`config.mk`:
```
export PLATFORM = sky130hd
export DESIGN_NAME = target_pattern_gen_flat
export DESIGN_NICKNAME = d
export VERILOG_FILES = /design/src/rtl/target_pattern_gen_pkg.sv /design/src/rtl/target_pattern_gen_if.sv /design/src/rtl/target_pattern_gen_lfsr.sv /design/src/rtl/target_pattern_gen.sv /design/src/flat_wrapper.sv
export SDC_FILE = /design/constraint.sdc
export NUM_CORES = 1
export LEC_CHECK = 0
export ABC_AREA = 1
export CAP_MARGIN = 20
export CORE_MARGIN = 2
export CORE_UTILIZATION = 50
export DETAILED_ROUTE_END_ITERATION = 7
export PLACE_DENSITY = 0.73
export SKIP_CTS_REPAIR_TIMING = 1
export SLEW_MARGIN = 30
export SYNTH_ARGS = -nofsm -noshare
export SYNTH_HDL_FRONTEND = slang
export SYNTH_SLANG_ARGS = --single-unit
```
`constraint.sdc`:
```
create_clock -name clk -period 4.03 [get_ports clk]
set_input_delay 0.806 -clock clk [delete_from_list [all_inputs] [get_ports clk]]
set_output_delay 0.806 -clock clk [all_outputs]
set_load 0.005 [all_outputs]
```
`src/rtl/target_pattern_gen_pkg.sv`:
```
// Shared types for the target pattern generator: sequence-mode encoding.
package target_pattern_pkg;

   localparam int MODE_W = 2;

   typedef enum logic [MODE_W-1:0] {
      MODE_UP   = 2'd0,
      MODE_DOWN = 2'd1,
      MODE_LFSR = 2'd2,
      MODE_HOLD = 2'd3
   } mode_t;

endpackage

```
`src/rtl/target_pattern_gen_if.sv`:
```
// Output stream of the pattern generator: valid/ready beat plus wrap marker.
interface target_pattern_gen_if #(
   parameter int WIDTH    = 12,
   parameter int CHANNELS = 4
);
   logic                      out_valid;
   logic                      out_ready;
   logic [CHANNELS*WIDTH-1:0] out_data;
   logic                      wrap;

   modport master (output out_valid, output out_data, output wrap, input out_ready);
   modport slave  (input out_valid, input out_data, input wrap, output out_ready);
endinterface

```
`src/rtl/target_pattern_gen_lfsr.sv`:
```
// Combinational Galois LFSR step: shift right, fold taps in when bit 0 falls out.
module pattern_lfsr #(
   parameter int               WIDTH     = 12,
   parameter logic [WIDTH-1:0] LFSR_TAPS = 12'hE08
) (
   input  logic [WIDTH-1:0] cur,
   output logic [WIDTH-1:0] nxt
);

   // Next state; an all-zero state maps to itself by construction.
   always_comb begin
      nxt = cur >> 1;
      if (cur[0]) begin
         nxt = (cur >> 1) ^ LFSR_TAPS;
      end else begin
         nxt = cur >> 1;
      end
   end

endmodule

```
`src/rtl/target_pattern_gen.sv`:
```
// Multi-channel test-pattern source with valid/ready output.
// Optional build macro TARGET_PATTERN_GEN_ERR_INJECT_EN adds an err_inject
// input that flips bit 0 of channel 0 on the beat registered by a fire or load.
module target_pattern_gen
   import target_pattern_pkg::*;
#(
   parameter int               WIDTH     = 12,
   parameter int               CHANNELS  = 4,
   parameter int               STRIDE    = 1,
   parameter logic [WIDTH-1:0] LFSR_TAPS = 12'hE08,
   parameter logic [WIDTH-1:0] LFSR_INIT = {{(WIDTH-1){1'b0}}, 1'b1}
) (
   input  logic              clk,
   input  logic              reset,
   input  logic              enable,
   input  logic [MODE_W-1:0] mode,
   input  logic [WIDTH-1:0]  limit,
   input  logic              load,
`ifdef TARGET_PATTERN_GEN_ERR_INJECT_EN
   input  logic              err_inject,
`endif
   target_pattern_gen_if.master out_if
);

   localparam int DW = CHANNELS * WIDTH;

   logic [WIDTH-1:0] base_r;
   logic             valid_r;
   logic [DW-1:0]    data_r;
   logic             wrap_r;

   mode_t            mode_s;
   logic [WIDTH-1:0] start_s;
   logic [WIDTH-1:0] next_s;
   logic [WIDTH-1:0] lfsr_next_s;
   logic             wrap_next_s;
   logic             fire_s;
   logic [DW-1:0]    inj_mask_s;

   // Channel k carries base + k*STRIDE, truncated to the channel width.
   function automatic logic [DW-1:0] image_f(input logic [WIDTH-1:0] v);
      logic [DW-1:0] img;
      img = '0;
      for (int k = 0; k < CHANNELS; k++) begin
         img[k*WIDTH +: WIDTH] = v + WIDTH'(k * STRIDE);
      end
      return img;
   endfunction

   assign mode_s = mode_t'(mode);
   assign fire_s = valid_r & out_if.out_ready;

`ifdef TARGET_PATTERN_GEN_ERR_INJECT_EN
   assign inj_mask_s = {{(DW-1){1'b0}}, err_inject};
`else
   assign inj_mask_s = '0;
`endif

   pattern_lfsr #(
      .WIDTH     (WIDTH),
      .LFSR_TAPS (LFSR_TAPS)
   ) u_lfsr (
      .cur (base_r),
      .nxt (lfsr_next_s)
   );

   // Sequence start value for the currently selected mode.
   always_comb begin
      start_s = base_r;
      case (mode_s)
         MODE_UP:   start_s = {WIDTH{1'b0}};
         MODE_DOWN: start_s = limit;
         MODE_LFSR: start_s = LFSR_INIT;
         MODE_HOLD: start_s = base_r;
         default:   start_s = base_r;
      endcase
   end

   // Successor of base; DOWN snaps to limit if base sits above a lowered limit.
   always_comb begin
      next_s = base_r;
      case (mode_s)
         MODE_UP: begin
            if (base_r >= limit) begin
               next_s = {WIDTH{1'b0}};
            end else begin
               next_s = base_r + {{(WIDTH-1){1'b0}}, 1'b1};
            end
         end
         MODE_DOWN: begin
            if (base_r == {WIDTH{1'b0}}) begin
               next_s = limit;
            end else if (base_r > limit) begin
               next_s = limit;
            end else begin
               next_s = base_r - {{(WIDTH-1){1'b0}}, 1'b1};
            end
         end
         MODE_LFSR: next_s = lfsr_next_s;
         MODE_HOLD: next_s = base_r;
         default:   next_s = base_r;
      endcase
   end

   // A fire wraps when it lands back on the start value; HOLD never wraps.
   always_comb begin
      wrap_next_s = 1'b0;
      if (mode_s != MODE_HOLD) begin
         wrap_next_s = (next_s == start_s);
      end else begin
         wrap_next_s = 1'b0;
      end
   end

   // Base and output registers: reset > load > fire > idle fill/hold.
   always_ff @(posedge clk) begin
      if (reset) begin
         base_r  <= (mode_s == MODE_LFSR) ? LFSR_INIT : {WIDTH{1'b0}};
         valid_r <= 1'b0;
         data_r  <= {DW{1'b0}};
         wrap_r  <= 1'b0;
      end else if (load) begin
         base_r  <= start_s;
         data_r  <= image_f(start_s) ^ inj_mask_s;
         valid_r <= enable;
         wrap_r  <= 1'b0;
      end else if (fire_s) begin
         base_r  <= next_s;
         data_r  <= image_f(next_s) ^ inj_mask_s;
         valid_r <= enable;
         wrap_r  <= wrap_next_s;
      end else begin
         wrap_r <= 1'b0;
         if (!valid_r && enable) begin
            valid_r <= 1'b1;
            data_r  <= image_f(base_r);
         end else begin
            valid_r <= valid_r;
            data_r  <= data_r;
         end
      end
   end

   assign out_if.out_valid = valid_r;
   assign out_if.out_data  = data_r;
   assign out_if.wrap      = wrap_r;

endmodule

```
`src/flat_wrapper.sv`:
```
// flat-port wrapper written by rule: the top's interface ports become plain ports
module target_pattern_gen_flat import target_pattern_pkg::*;
#(
   parameter int               WIDTH     = 12,
   parameter int               CHANNELS  = 4,
   parameter int               STRIDE    = 1,
   parameter logic [WIDTH-1:0] LFSR_TAPS = 12'hE08,
   parameter logic [WIDTH-1:0] LFSR_INIT = {{(WIDTH-1){1'b0}}, 1'b1}
)
  (clk, reset, enable, mode, limit, load, out_if_out_valid, out_if_out_data, out_if_wrap, out_if_out_ready);
  target_pattern_gen_if #(.WIDTH(WIDTH), .CHANNELS(CHANNELS)) out_if_i ();
  input  logic clk;
  input  logic reset;
  input  logic enable;
  input  logic [MODE_W-1:0] mode;
  input  logic [WIDTH-1:0] limit;
  input  logic load;
  output wire logic [$bits(out_if_i.out_valid)-1:0] out_if_out_valid;
  output wire logic [$bits(out_if_i.out_data)-1:0] out_if_out_data;
  output wire logic [$bits(out_if_i.wrap)-1:0] out_if_wrap;
  input wire logic [$bits(out_if_i.out_ready)-1:0] out_if_out_ready;
  assign out_if_out_valid = out_if_i.out_valid;
  assign out_if_out_data = out_if_i.out_data;
  assign out_if_wrap = out_if_i.wrap;
  assign out_if_i.out_ready = out_if_out_ready;
  target_pattern_gen #(.WIDTH(WIDTH), .CHANNELS(CHANNELS), .STRIDE(STRIDE), .LFSR_TAPS(LFSR_TAPS), .LFSR_INIT(LFSR_INIT)) u_core (.clk(clk), .reset(reset), .enable(enable), .mode(mode), .limit(limit), .load(load), .out_if(out_if_i));
endmodule
```
== Word level (Yosys, flattened, before mapping) ==
Cells that the tools add are included.
Operators by class
  add/subtract/negate cells: 10
  $lt $le $gt $ge: 2
  equality and inequality tests: 5
  multiplexer cells: 16
  bitwise operators: 4
  reduce and logical (&&, ||, !) cells: 7
Operators by type and width (count)
  48-bit two-way mux: 3
  12-bit one-hot mux with 4 select lines: 2
  12-bit two-way mux: 7
  12-bit by 2-bit adder with 12-bit output (second input constant): 6
  12-bit by 1-bit adder with 12-bit output (second input constant): 3
  12-bit equality test: 1
  12-bit greater-or-equal comparator: 1
  12-bit > comparator: 1
  12-bit logical NOT: 1
  12-bit by 1-bit subtractor with 12-bit output (second input constant): 1
  3-bit nonzero test: 2
  2-bit equality test (second input constant): 2
  1-bit two-way mux: 4
  3-bit inverter with 4-bit output: 1
  4-bit OR reduction: 1
  2-bit by 1-bit equality test with 1-bit output (second input constant): 1
  2-bit logical NOT: 1
  2-bit inequality test (second input constant): 1
  1-bit inverter: 2
  1-bit bitwise AND: 1
  1-bit logical AND: 1
  1-bit logical NOT: 1
Storage, ports and cells
  bits in registers: 62
  word-level logic and storage cells: 48

== Longest topological paths before layout ==
  depth after elaboration: 7
  mapped depth: 27

== Modules after synthesis ==
A second synthesis with hierarchy kept.
Unflattened totals
  cell total of the unflattened synthesis: 845
  area, all modules: 5357.6 um^2
By module, submodules not included
  target_pattern_gen: times used 1, cells an instance 823, area each 5241.3 um^2, seq. area each 1321.3 um^2
  pattern_lfsr: times used 1, cells an instance 22, area each 116.4 um^2, seq. area each 0.0 um^2

== Worst setup path before layout ==
OpenSTA, ideal clock, no wires.
  kind: input port to flip-flop
  start: in limit[5]
  end: reg u_core.data_r[44] (netlist: u_core.out_if.out_data[44])
  setup time: 0.128 ns
  arrival: 3.008 ns
  data required time: 3.902 ns
  slack: 0.895 ns
  cell stages on the path: 22
  buffers on the path: 1
  cell sequence: inv_1 > ha_1 > nand4_1 > nor2_4 > nand2_1 > nand3_1 > nand2_2 > buf_6 > nand3_1 > nand3_1 > nand2_1 > nand2_2 > o21ai_2 > inv_2 > ha_1 > nand3b_1 > inv_1 > nand2_1 > nand2_1 > nand3_1 > nand2_1 > nor2_1
Between the ends
  cells in the longest elaborated chain, start to end: 7
  elaborated cells on any way between the ends: 11
  those cells by class: 2 x add/sub; 2 x order compare; 7 x mux
RTL lines
  from (decl): line flat_wrapper.sv:16  | input logic [WIDTH-1:0] limit;
  12-bit > comparator: line target_pattern_gen.sv:93  | end else if (base_r > limit) begin
  12-bit two-way mux: line target_pattern_gen.sv:93
  12-bit two-way mux: line target_pattern_gen.sv:91  | if (base_r == {WIDTH{1'b0}}) begin
  12-bit one-hot mux with 4 select lines: line target_pattern_gen.sv:82  | case (mode_s)
  12-bit by 2-bit adder with 12-bit output: line target_pattern_gen.sv:45  | img[k*WIDTH +: WIDTH] = v + WIDTH'(k * STRIDE);
  48-bit two-way mux: line target_pattern_gen.sv:127  | end else if (fire_s) begin
  48-bit two-way mux *: line target_pattern_gen.sv:122  | end else if (load) begin
  to (signal assigned): line target_pattern_gen.sv:120  | data_r <= {DW{1'b0}};
  to (signal assigned): line target_pattern_gen.sv:124  | data_r <= image_f(start_s) ^ inj_mask_s;
  to (signal assigned): line target_pattern_gen.sv:129  | data_r <= image_f(next_s) ^ inj_mask_s;
  to (decl): line target_pattern_gen.sv:29  | logic [DW-1:0] data_r;
Mark *: on every way between the ends. The rest lies on a longest branch, timed or not.
A chain may end at the register's enable or synchronous reset.

== Worst setup path in the final report ==
  start: in limit[11]
  end: reg u_core.data_r[44] (netlist: u_core.out_if.out_data[44])
Between the ends
  cells in the longest elaborated chain, start to end: 7
  elaborated cells on any way between the ends: 9
  those cells by class: 1 x add/sub; 2 x order compare; 6 x mux
RTL lines (line)
  12-bit > comparator: target_pattern_gen.sv:93
  12-bit two-way mux: target_pattern_gen.sv:93
  12-bit two-way mux: target_pattern_gen.sv:91
  12-bit one-hot mux with 4 select lines *: target_pattern_gen.sv:82
  12-bit by 2-bit adder with 12-bit output *: target_pattern_gen.sv:45
  48-bit two-way mux *: target_pattern_gen.sv:127
  48-bit two-way mux *: target_pattern_gen.sv:122
Marks and branches as above.

==> flow_summary.ini <==
[status]
status = complete, no violations

[floorplanning]
core_um2 = 10700
start_util_pct = 51.0
dieArea_um2 = 11800
ios = 69
row_count = 38
die_h_um = 109
die_x_um = 109

[global_route]
grt_use_total_pct = 29.3
grt_max_degree = 66
antenna_found_initial = 0
grt-ovfl-total = 0
grt_pass1_vias = 5283
grt_pass1_wl_um = 27000

[cells_and_area]
final_cell_area_um2 = 6590
drive_above_1_share_pct = 15.4
post-route-util_pct = 61.3
syn2layout_area_growth_pct = 20.2
fin_nets = 965
antenna_cells = 0

[setup_path]
reg2reg_depth = 21
worstPathRequired_ns = 4.26
crit_arrival_ns = 3.88
r2r-start = u_core.base_r[10]
startpoint_type = input pin
critPathMaxFanout = 6
reg2reg_setup_slack_ns = 0.79
r2r-end = u_core.out_if.out_data[44]
path_class = in -> reg
crit_path_end = u_core.out_if.out_data[44]
startpoint = limit[11]
cp-end-kind = flip-flop

[clock_tree]
clk_path_buf_depth = 2
htree_levels = 3
clkLatencyLatePin_ns = 0.35
cts_tree = done
clkSinkCount = 61
cts-buffers-inserted = 9
clk_pin_slew_ns = 0.08
root_buffer = clkbuf_8

[detailed_routing]
wire_per_inst_um = 15.7
wl_um = 16900
drt-initial-drc-count = 486
vias_per_cell = 5.46
firstDrtPassIters = 6
drc = 0
postRouteAntennaNets = 0
vias = 5847

[yosys]
synth_edf_count = 12
synth.area.mux_share_pct = 0
synth_compound_area_share_pct = 19.4
ys.flop_type = dfxtp_1
synth.distinct_cells = 57
synth_fa_ha_area_share_pct = 4.57
synth_nets = 891
synthTopCellsByArea = dfxtp_1 (18%), nand2_1 (15%), edfxtp_1 (6.6%)
synth_top_area_share_pct = 17.9
synth_common_cells = nand2_1 (216), inv_1 (96), nor2_1 (76)
synth_top_family_by_area = simple AND/OR/NAND/NOR gates
synth_xor_area_share_pct = 3.04
ys_seq_area_share_pct = 24.5
synth-seq-cells = 61
netlist_instances = 852
syn_area_per_cell_um2 = 6.43
synthArstFlopShare_pct = 0
yosys.area.top_type = dfxtp_1
synth.yosys.warnings = 0
yosysMostFrequentCell = nand2_1
syn_area_um2 = 5480
yosys.area_share.simple_pct = 37.3

[timing]
rsz0062_at_grt = no
fin_crit_sh_pct = 90.5
fin_tns_setup_ns = 0
worst_pin_slew_ns = 0.681
setup_viol = 0
hold_viol = 0
skew_ns = 0.0137
post-route-min-period_ns = 3.65
slew_viol_final = 0
fmax_mhz = 274
worst_hold_slack_ns = 0.472
relSlewSlack_pct = 54.5

[placed_design]
port_buffers = 68
place_area_um2 = 6390
detailed_place_hpwl_um = 12800
place.gp.congestion = 1.01

[run]
maxCapViolCount = 0

[power]
p_int_mw = 1.29
power_frac_comb_pct = 39.2
p_sw_mw = 0.865
peakVddDrop_mv = 0.194
cellPowerDensity_nw_per_um2 = 327
p_sw_share_pct = 40.1
clkPwrFrac_pct = 26.1
pwr-share-seq_pct = 34.7
leakage_nw = 3.07

[hold_path]
hold-path-cell-count = 2
hp-class = reg -> reg
## layout make-up
type	count	area (um2)
tap	140	175
fill	1089	4160
multi-input combinational	640	3520
clock buffer	10	149
inverter	119	450
clock inverter	6	48.8
timing repair buffer	95	896
sequential	61	1340
## worst min path at each step
stage	startpoint	to	slack, ns
floorplan	u_core.out_if.out_data[25]	u_core.out_if.out_data[25]	0.46
global placement	u_core.out_if.out_data[25]	u_core.out_if.out_data[25]	0.46
detailed placement	u_core.out_if.out_data[12]	u_core.out_if.out_data[12]	0.46
CTS	u_core.out_if.out_data[12]	u_core.out_if.out_data[12]	0.48
global route	u_core.out_if.out_data[12]	u_core.out_if.out_data[12]	0.49
finish	u_core.out_if.out_data[12]	u_core.out_if.out_data[12]	0.47
## metal layers
layer,track usage (%),routed length [um],part of all wire (%),vias to the layer above
li1,-,-,-,2954
met3,5.32,1270,7.5,18
met5,0,0,0,-
met1,41.7,7830,46,2635
met2,46.1,7500,44,240
met4,6.87,267,1.6,0
## registers in the layout, summed over array words and instances (netlist names)
name / flops
u_core.out_if.out_data: 47
u_core.base_r: 12
u_core.out_if.out_valid: 1
u_core.out_if.wrap: 1
## critical path: stages
cell and delay (ns):
clkdlybuf4s50_1 0.49, inv_1 0.06, ha_1 0.30, a21o_1 0.16, nor2_1 0.20, nand3_1 0.16
nand2_2 0.17, nand2_2 0.10, nand2_1 0.08, nand3_1 0.06, nand2_1 0.10, nand2_2 0.10
o21ai_2 0.17, inv_2 0.09, ha_1 0.23, nand3b_1 0.18, inv_1 0.11, nand2_1 0.07
nand2_1 0.06, nand3_1 0.06, nand2_1 0.06, nor2_1 0.03
## cells in the final DEF, fill, tap and decap left out, types with 4 or more instances in the layout
master / instances
nand2_1: 215
inv_1: 96
nor2_1: 76
clkdlybuf4s50_1: 68
nand3_1: 66
o21ai_0: 55
dfxtp_1: 49
a21oi_1: 44
buf_4: 26
inv_2: 21
ha_1: 20
nand2_2: 18
xor2_1: 18
nand4_1: 14
edfxtp_1: 12
nor2_2: 10
clkbuf_8: 9
o21ai_2: 8
o211ai_1: 8
o21ai_1: 7
o22ai_1: 7
nor2_4: 5
nor3_2: 5
nor3_1: 5
a31oi_1: 5
a211oi_1: 5
o21ai_4: 4
nand3_2: 4
or2_2: 4
o21bai_1: 4
inv_6: 4
## kinds of logic after synthesis
family / Yosys count
flops: 61
xor+xnor: 19
compound gates: 165
fa+ha+maj: 20
buf+inv: 151
simple gates: 436
## power by group through the flow
stage | sequential (mW) | combinational (mW) | clock [mW]
2_1_floorplan | 0.741 | 0.542 | 0
3_3_place_gp | 0.759 | 0.828 | 0
3_5_place_dp | 0.760 | 0.829 | 0
4_1_cts | 0.747 | 0.836 | 0.572
5_1_grt | 0.754 | 0.937 | 0.600
6_report | 0.747 | 0.844 | 0.563
## metrics by stage
| step | worst slack (ns) | power, mW | std cells |
|---|---|---|---|
| 6_report | 0.383 | 2.16 | 1071 |
| 3_5_place_dp | 0.0670 | 1.59 | 1055 |
| 4_1_cts | 0.425 | 2.15 | 1071 |
| 3_3_place_gp | 0.153 | 1.59 | 1055 |
| 2_1_floorplan | 0.895 | 1.28 | 852 |
| 5_1_grt | 0.126 | 2.29 | 1071 |
Note: power is estimated with default switching activity, not from simulation.
==> edit 1: new RTL, same flow settings <==
`CHANNELS` is set to 4 in 3 places; all go to 5.
--- a/src/rtl/target_pattern_gen_if.sv
+++ b/src/rtl/target_pattern_gen_if.sv
@@ -1,7 +1,7 @@
 // Output stream of the pattern generator: valid/ready beat plus wrap marker.
 interface target_pattern_gen_if #(
    parameter int WIDTH    = 12,
-   parameter int CHANNELS = 4
+   parameter int CHANNELS = 5
 );
    logic                      out_valid;
    logic                      out_ready;
--- a/src/rtl/target_pattern_gen.sv
+++ b/src/rtl/target_pattern_gen.sv
@@ -5,7 +5,7 @@
    import target_pattern_pkg::*;
 #(
    parameter int               WIDTH     = 12,
-   parameter int               CHANNELS  = 4,
+   parameter int               CHANNELS  = 5,
    parameter int               STRIDE    = 1,
    parameter logic [WIDTH-1:0] LFSR_TAPS = 12'hE08,
    parameter logic [WIDTH-1:0] LFSR_INIT = {{(WIDTH-1){1'b0}}, 1'b1}
--- a/src/flat_wrapper.sv
+++ b/src/flat_wrapper.sv
@@ -2,7 +2,7 @@
 module target_pattern_gen_flat import target_pattern_pkg::*;
 #(
    parameter int               WIDTH     = 12,
-   parameter int               CHANNELS  = 4,
+   parameter int               CHANNELS  = 5,
    parameter int               STRIDE    = 1,
    parameter logic [WIDTH-1:0] LFSR_TAPS = 12'hE08,
    parameter logic [WIDTH-1:0] LFSR_INIT = {{(WIDTH-1){1'b0}}, 1'b1}
Ports: changed (resized out_if_out_data); port bits go from 69 to 81. The function was not compared with the original's and may differ.
==> edit 1 against the unedited design <==
  * Clock skew fell by 0.0072 ns
  * Sequential cell count grew 10
  * Design area up 6.9%
  * Wire length increased by 3.1%
  * Final cell count is 0.93% higher
  * Sequential share of layout area up 1.5 points
  * Critical path depth up 2
  * Power increased by 16%
  * Worst setup slack worse by 0.059 ns
  * Count of clock-buffer cells in the layout up 1
  * Non-clock buffer count grew 16
  * Synthesized area increased by 4.5%
  * Critical path type unchanged
==> edit 1: results (changes against the unedited design) <==
| Metric | Value |
|---|---|
| Status | `finished clean (unchanged)` |
| Vias in the first global route | `5561 (was 5283)` |
| Clk Latency, worst-skew pair | `0.33 ns (was 0.35 ns)` |
| Met2 GRT Util | `43.4% (was 46.1%)` |
| Inst Count DP | `1067 (was 1055)` |
| WHS | `0.462 ns (was 0.472 ns)` |
| Largest register FFs | `57 (was 47)` |
| Met3 Track Usage GR | `5.41% (was 5.32%)` |
| Vias per Instance | `5.58 (was 5.46)` |
| Met1 Resource Use GR | `40.8% (was 41.7%)` |
| Max stage delay on crit path | `0.45 ns (was 0.49 ns)` |
| First-pass GRT wire length | `28400 µm (was 27000 µm)` |
| Top cells by area, synth | `dfxtp_1 (21%), nand2_1 (12%), inv_1 (6.9%), edfxtp_1 (6.3%), o21ai_0 (5.5%) (was dfxtp_1 (18%), nand2_1 (15%), edfxtp_1 (6.6%), inv_1 (6.6%), nand3_1 (6.0%))` |
| CP Max Fanout | `11 (was 6)` |
| Syn Nets | `890 (was 891)` |
| Arr. time, crit path | `3.93 ns (was 3.88 ns)` |
| Sequential cell area fraction in the yosys report | `26.9% (was 24.5%)` |
| Endpoint of the worst register-to-register path | `u_core.out_if.out_data[34]$_SDFFE_PP0P_ (was u_core.out_if.out_data[44]$_SDFFE_PP0P_)` |
| Synth cell types | `54 (was 57)` |
| Syn_area_per_cell | `6.73 µm² (was 6.43 µm²)` |
| DP HPWL | `13500 µm (was 12800 µm)` |
| Final net count | `974 (was 965)` |
| Worst VDD drop | `0.330 mV (was 0.194 mV)` |
| FF-to-FF setup slack | `0.67 ns (was 0.79 ns)` |
| Root Driver | `clkbuf_16 (was clkbuf_8)` |
| Via Count | `6027 (was 5847)` |
| Overall routing resource usage | `28.4% (was 29.3%)` |
| Largest net degree at the start of global routing | `69 (was 66)` |
| R2R depth | `19 (was 21)` |
| Wire per inst | `16.1 µm (was 15.7 µm)` |
| First DRT Iteration DRCs | `471 (was 486)` |
| Layout Skew | `0.00647 ns (was 0.0137 ns)` |
| Dpl cell area | `6760 µm² (was 6390 µm²)` |
| Slew HR | `60.5% (was 54.5%)` |
| CTS clock-pin slew for the worst setup and hold paths | `0.05 ns (was 0.08 ns)` |
| Critical R2R Launch | `u_core.base_r[1]$_SDFFCE_PP0P_ (was u_core.base_r[10]$_SDFFCE_PP0P_)` |
==> edit 1: cell count changes after synthesis, moves of 7 or more <==
cell and delta:
nand2_1 -40, nand3_1 -20, a21oi_1 +13, dfxtp_1 +10, inv_1 +10, xor2_1 +10, inv_2 -8, o211ai_1 +8
o21ai_0 +8, o22ai_1 +7
==> edit 1: per-layer routing <==
metal,up-vias,share of wire [%]
met5,-,0
met4,0,2.3
met3,32,7.9
met2,257,44
met1,2759,46
li1,2979,-
==> edit 1: how the worst max path moves through the flow <==
stage	startpoint	to	depth (start not counted)	slack, ns
after floorplan	limit[11]	u_core.out_if.out_data[43]$_SDFFE_PP0P_	23	0.80
after global placement	limit[9]	u_core.out_if.out_data[34]$_SDFFE_PP0P_	24	0.003
after detailed placement	limit[9]	u_core.out_if.out_data[43]$_SDFFE_PP0P_	25	0.02
after CTS	limit[9]	u_core.out_if.out_data[34]$_SDFFE_PP0P_	25	0.35
after global routing	limit[9]	u_core.out_if.out_data[28]$_SDFFE_PP0P_	24	0.02
final	limit[9]	u_core.out_if.out_data[34]$_SDFFE_PP0P_	24	0.32
==> edit 1: cell families after synthesis <==
logic type / count (synthesis) / share of synthesized area [%]
and+or+nand+nor: 377 / 32.3
AOI/OAI and AO/OA: 191 / 19.8
adders and majority gates: 20 / 4.37
DFF: 71 / 26.9
buffers and inverters: 159 / 11.6
xor gates and xnor gates: 33 / 5.05
==> edit 1: power breakdown <==
| part | internal [mW] | switching [mW] | total [mW] |
|---|---|---|---|
| Combinational | 0.362 | 0.527 | 0.889 |
| Sequential | 0.797 | 0.0584 | 0.856 |
| Clock | 0.462 | 0.294 | 0.756 |
==> edit 1: final cells by class <==
type	instances	area [µm²]
Clock buffer	11	264
Multi-Input combinational cell	621	3530
Sequential cell	71	1540
Fill cell	1073	4230
Inverter	121	454
Clock inverter	3	16.3
Tap cell	143	179
Timing Repair Buffer	111	1060
==> edit 1: through the flow <==
| step | util, % | setup slack (ns) |
|---|---|---|
| after detailed placement | 59.9 | 0.0206 |
| after CTS | 62.4 | 0.351 |
| after floorplan | - | 0.803 |
| after global placement | 59.9 | 0.00346 |
| after global routing | 62.4 | 0.0206 |
| final | 62.4 | 0.324 |
==> edit 1: worst max-delay path: cells and delay by family <==
kind                     cells  cell delay, ns
AND/OR/NAND/NOR             16            1.52
buffers and inverters        5            0.89
adder cells (fa/ha/maj)      2            0.54
AO/OA/AOI/OAI                1            0.16
==> edit 2: new RTL, config.mk and constraints unchanged <==
Without the edit above. Add an input register stage for `limit`; this delays it by one clock. The other inputs are not delayed to match.
--- a/src/rtl/target_pattern_gen.sv
+++ b/src/rtl/target_pattern_gen.sv
@@ -23,6 +23,12 @@
 );
 
    localparam int DW = CHANNELS * WIDTH;
+
+   logic [WIDTH-1:0] limit_q;
+
+   always_ff @(posedge clk) begin
+      limit_q <= limit;
+   end
 
    logic [WIDTH-1:0] base_r;
    logic             valid_r;
@@ -69,7 +75,7 @@
       start_s = base_r;
       case (mode_s)
          MODE_UP:   start_s = {WIDTH{1'b0}};
-         MODE_DOWN: start_s = limit;
+         MODE_DOWN: start_s = limit_q;
          MODE_LFSR: start_s = LFSR_INIT;
          MODE_HOLD: start_s = base_r;
          default:   start_s = base_r;
@@ -81,7 +87,7 @@
       next_s = base_r;
       case (mode_s)
          MODE_UP: begin
-            if (base_r >= limit) begin
+            if (base_r >= limit_q) begin
                next_s = {WIDTH{1'b0}};
             end else begin
                next_s = base_r + {{(WIDTH-1){1'b0}}, 1'b1};
@@ -89,9 +95,9 @@
          end
          MODE_DOWN: begin
             if (base_r == {WIDTH{1'b0}}) begin
-               next_s = limit;
-            end else if (base_r > limit) begin
-               next_s = limit;
+               next_s = limit_q;
+            end else if (base_r > limit_q) begin
+               next_s = limit_q;
             end else begin
                next_s = base_r - {{(WIDTH-1){1'b0}}, 1'b1};
             end
Formal check against the unedited RTL: not equivalent (Yosys sat finds a counterexample within 4 cycles, from zero or initial values and one cycle with reset high).
==> edit 2 against the unedited design <==
  * Wire length increased by 6.4%
  * Clock skew about the same
  * Worst setup slack improved by 0.071 ns
  * Sequential cell count increased by 12
  * Synthesized area increased by 4.5%
  * Design area increased by 6.0%
  * Synthesized cell count decreased by 1.4%
  * Power increased by 22%
  * Global-route usage increased by 0.63 points
  * Critical endpoint is now u_core.out_if.out_data[20]$_SDFFE_PP0P_
  * Highest routed layer unchanged
==> edit 2: results (changes against the unedited design) <==
| Metric | Value |
|---|---|
| Vias in the first global route | `5580 (was 5283)` |
| Arr. time, crit path | `3.80 ns (was 3.88 ns)` |
| CP max-delay cell | `edfxtp_1 (was clkdlybuf4s50_1)` |
| Critical path endpoint | `u_core.out_if.out_data[20]$_SDFFE_PP0P_ (was u_core.out_if.out_data[44]$_SDFFE_PP0P_)` |
| WL met1 | `7680 µm (was 7830 µm)` |
| Met3 Track Usage GR | `8.75% (was 5.32%)` |
| CP Max Fanout | `13 (was 6)` |
| Met3 wire length | `1800 µm (was 1270 µm)` |
| Layout Skew | `0.0134 ns (was 0.0137 ns)` |
| Final net count | `952 (was 965)` |
| Post-Synth XOR/XNOR Area | `3.82% (was 3.04%)` |
| Sequential cell area fraction in the yosys report | `27.6% (was 24.5%)` |
| Wire length after detailed routing | `18000 µm (was 16900 µm)` |
| Critical R2R Launch | `u_core.base_r[9]$_SDFFCE_PP0P_ (was u_core.base_r[10]$_SDFFCE_PP0P_)` |
| Fraction of layout cells with a size suffix above 1 | `15.9% (was 15.4%)` |
| Root Driver | `clkbuf_16 (was clkbuf_8)` |
| FF-to-FF setup slack | `0.45 ns (was 0.79 ns)` |
| Synth top cells by count | `nand2_1 (165), inv_1 (105), nor2_1 (70), dfxtp_1 (61), o21ai_0 (55) (was nand2_1 (216), inv_1 (96), nor2_1 (76), nand3_1 (66), o21ai_0 (55))` |
| Pin slew with the least headroom to its limit | `0.552 ns (was 0.681 ns)` |
| Met1 Resource Use GR | `40.1% (was 41.7%)` |
| Synth cell types | `52 (was 57)` |
| First DRT Iteration DRCs | `418 (was 486)` |
| Clock power share | `33.9% (was 26.1%)` |
| Largest net degree at the start of global routing | `56 (was 66)` |
| Status | `finished clean (unchanged)` |
| Max stage delay on crit path | `0.53 ns (was 0.49 ns)` |
| Final Wtd Congestion | `1.01 (about the same)` |
| 1st-pass router iterations | `5 (was 6)` |
| Via Count | `5930 (was 5847)` |
| Sequential power share | `32.4% (was 34.7%)` |
| Overall routing resource usage | `30.0% (was 29.3%)` |
==> edit 2: changes by cell type after synthesis, moves of 8 or more <==
cell	delta
nand2_2	+9
o22ai_1	+8
nand3_1	-15
nand2_1	-51
dfxtp_1	+12
inv_1	+9
==> edit 2: how the worst min path moves through the flow <==
stage,from,end,slack (ns),depth (start not counted)
2_1_floorplan,u_core.out_if.out_data[12]$_SDFFE_PP0P_,u_core.out_if.out_data[12]$_SDFFE_PP0P_,0.46,2
3_3_place_gp,u_core.out_if.out_data[25]$_SDFFE_PP0P_,u_core.out_if.out_data[25]$_SDFFE_PP0P_,0.46,2
3_5_place_dp,u_core.out_if.out_data[12]$_SDFFE_PP0P_,u_core.out_if.out_data[12]$_SDFFE_PP0P_,0.46,2
6_report,u_core.out_if.out_data[12]$_SDFFE_PP0P_,u_core.out_if.out_data[12]$_SDFFE_PP0P_,0.47,2
4_1_cts,u_core.out_if.out_data[12]$_SDFFE_PP0P_,u_core.out_if.out_data[12]$_SDFFE_PP0P_,0.47,2
5_1_grt,u_core.out_if.out_data[12]$_SDFFE_PP0P_,u_core.out_if.out_data[12]$_SDFFE_PP0P_,0.50,2
==> edit 2: area by class of cell <==
cell class	count	area, µm²
clock buffers	11	254
well taps	143	179
flip-flops and latches	73	1580
inverters	127	477
repair buffers	99	926
clock inverters	5	76.3
fillers	1049	4340
multi-input cells	604	3490
==> edit 2: through the flow <==
stage / instance area (µm²) / worst slack (ns) / instances
floorplan: 5730 / 1.22 / 840
global placement: 6650 / 0.494 / 1046
detailed placement: 6650 / 0.484 / 1046
CTS: 6980 / 0.518 / 1062
global route: 6980 / 0.101 / 1062
finish: 6980 / 0.454 / 1062
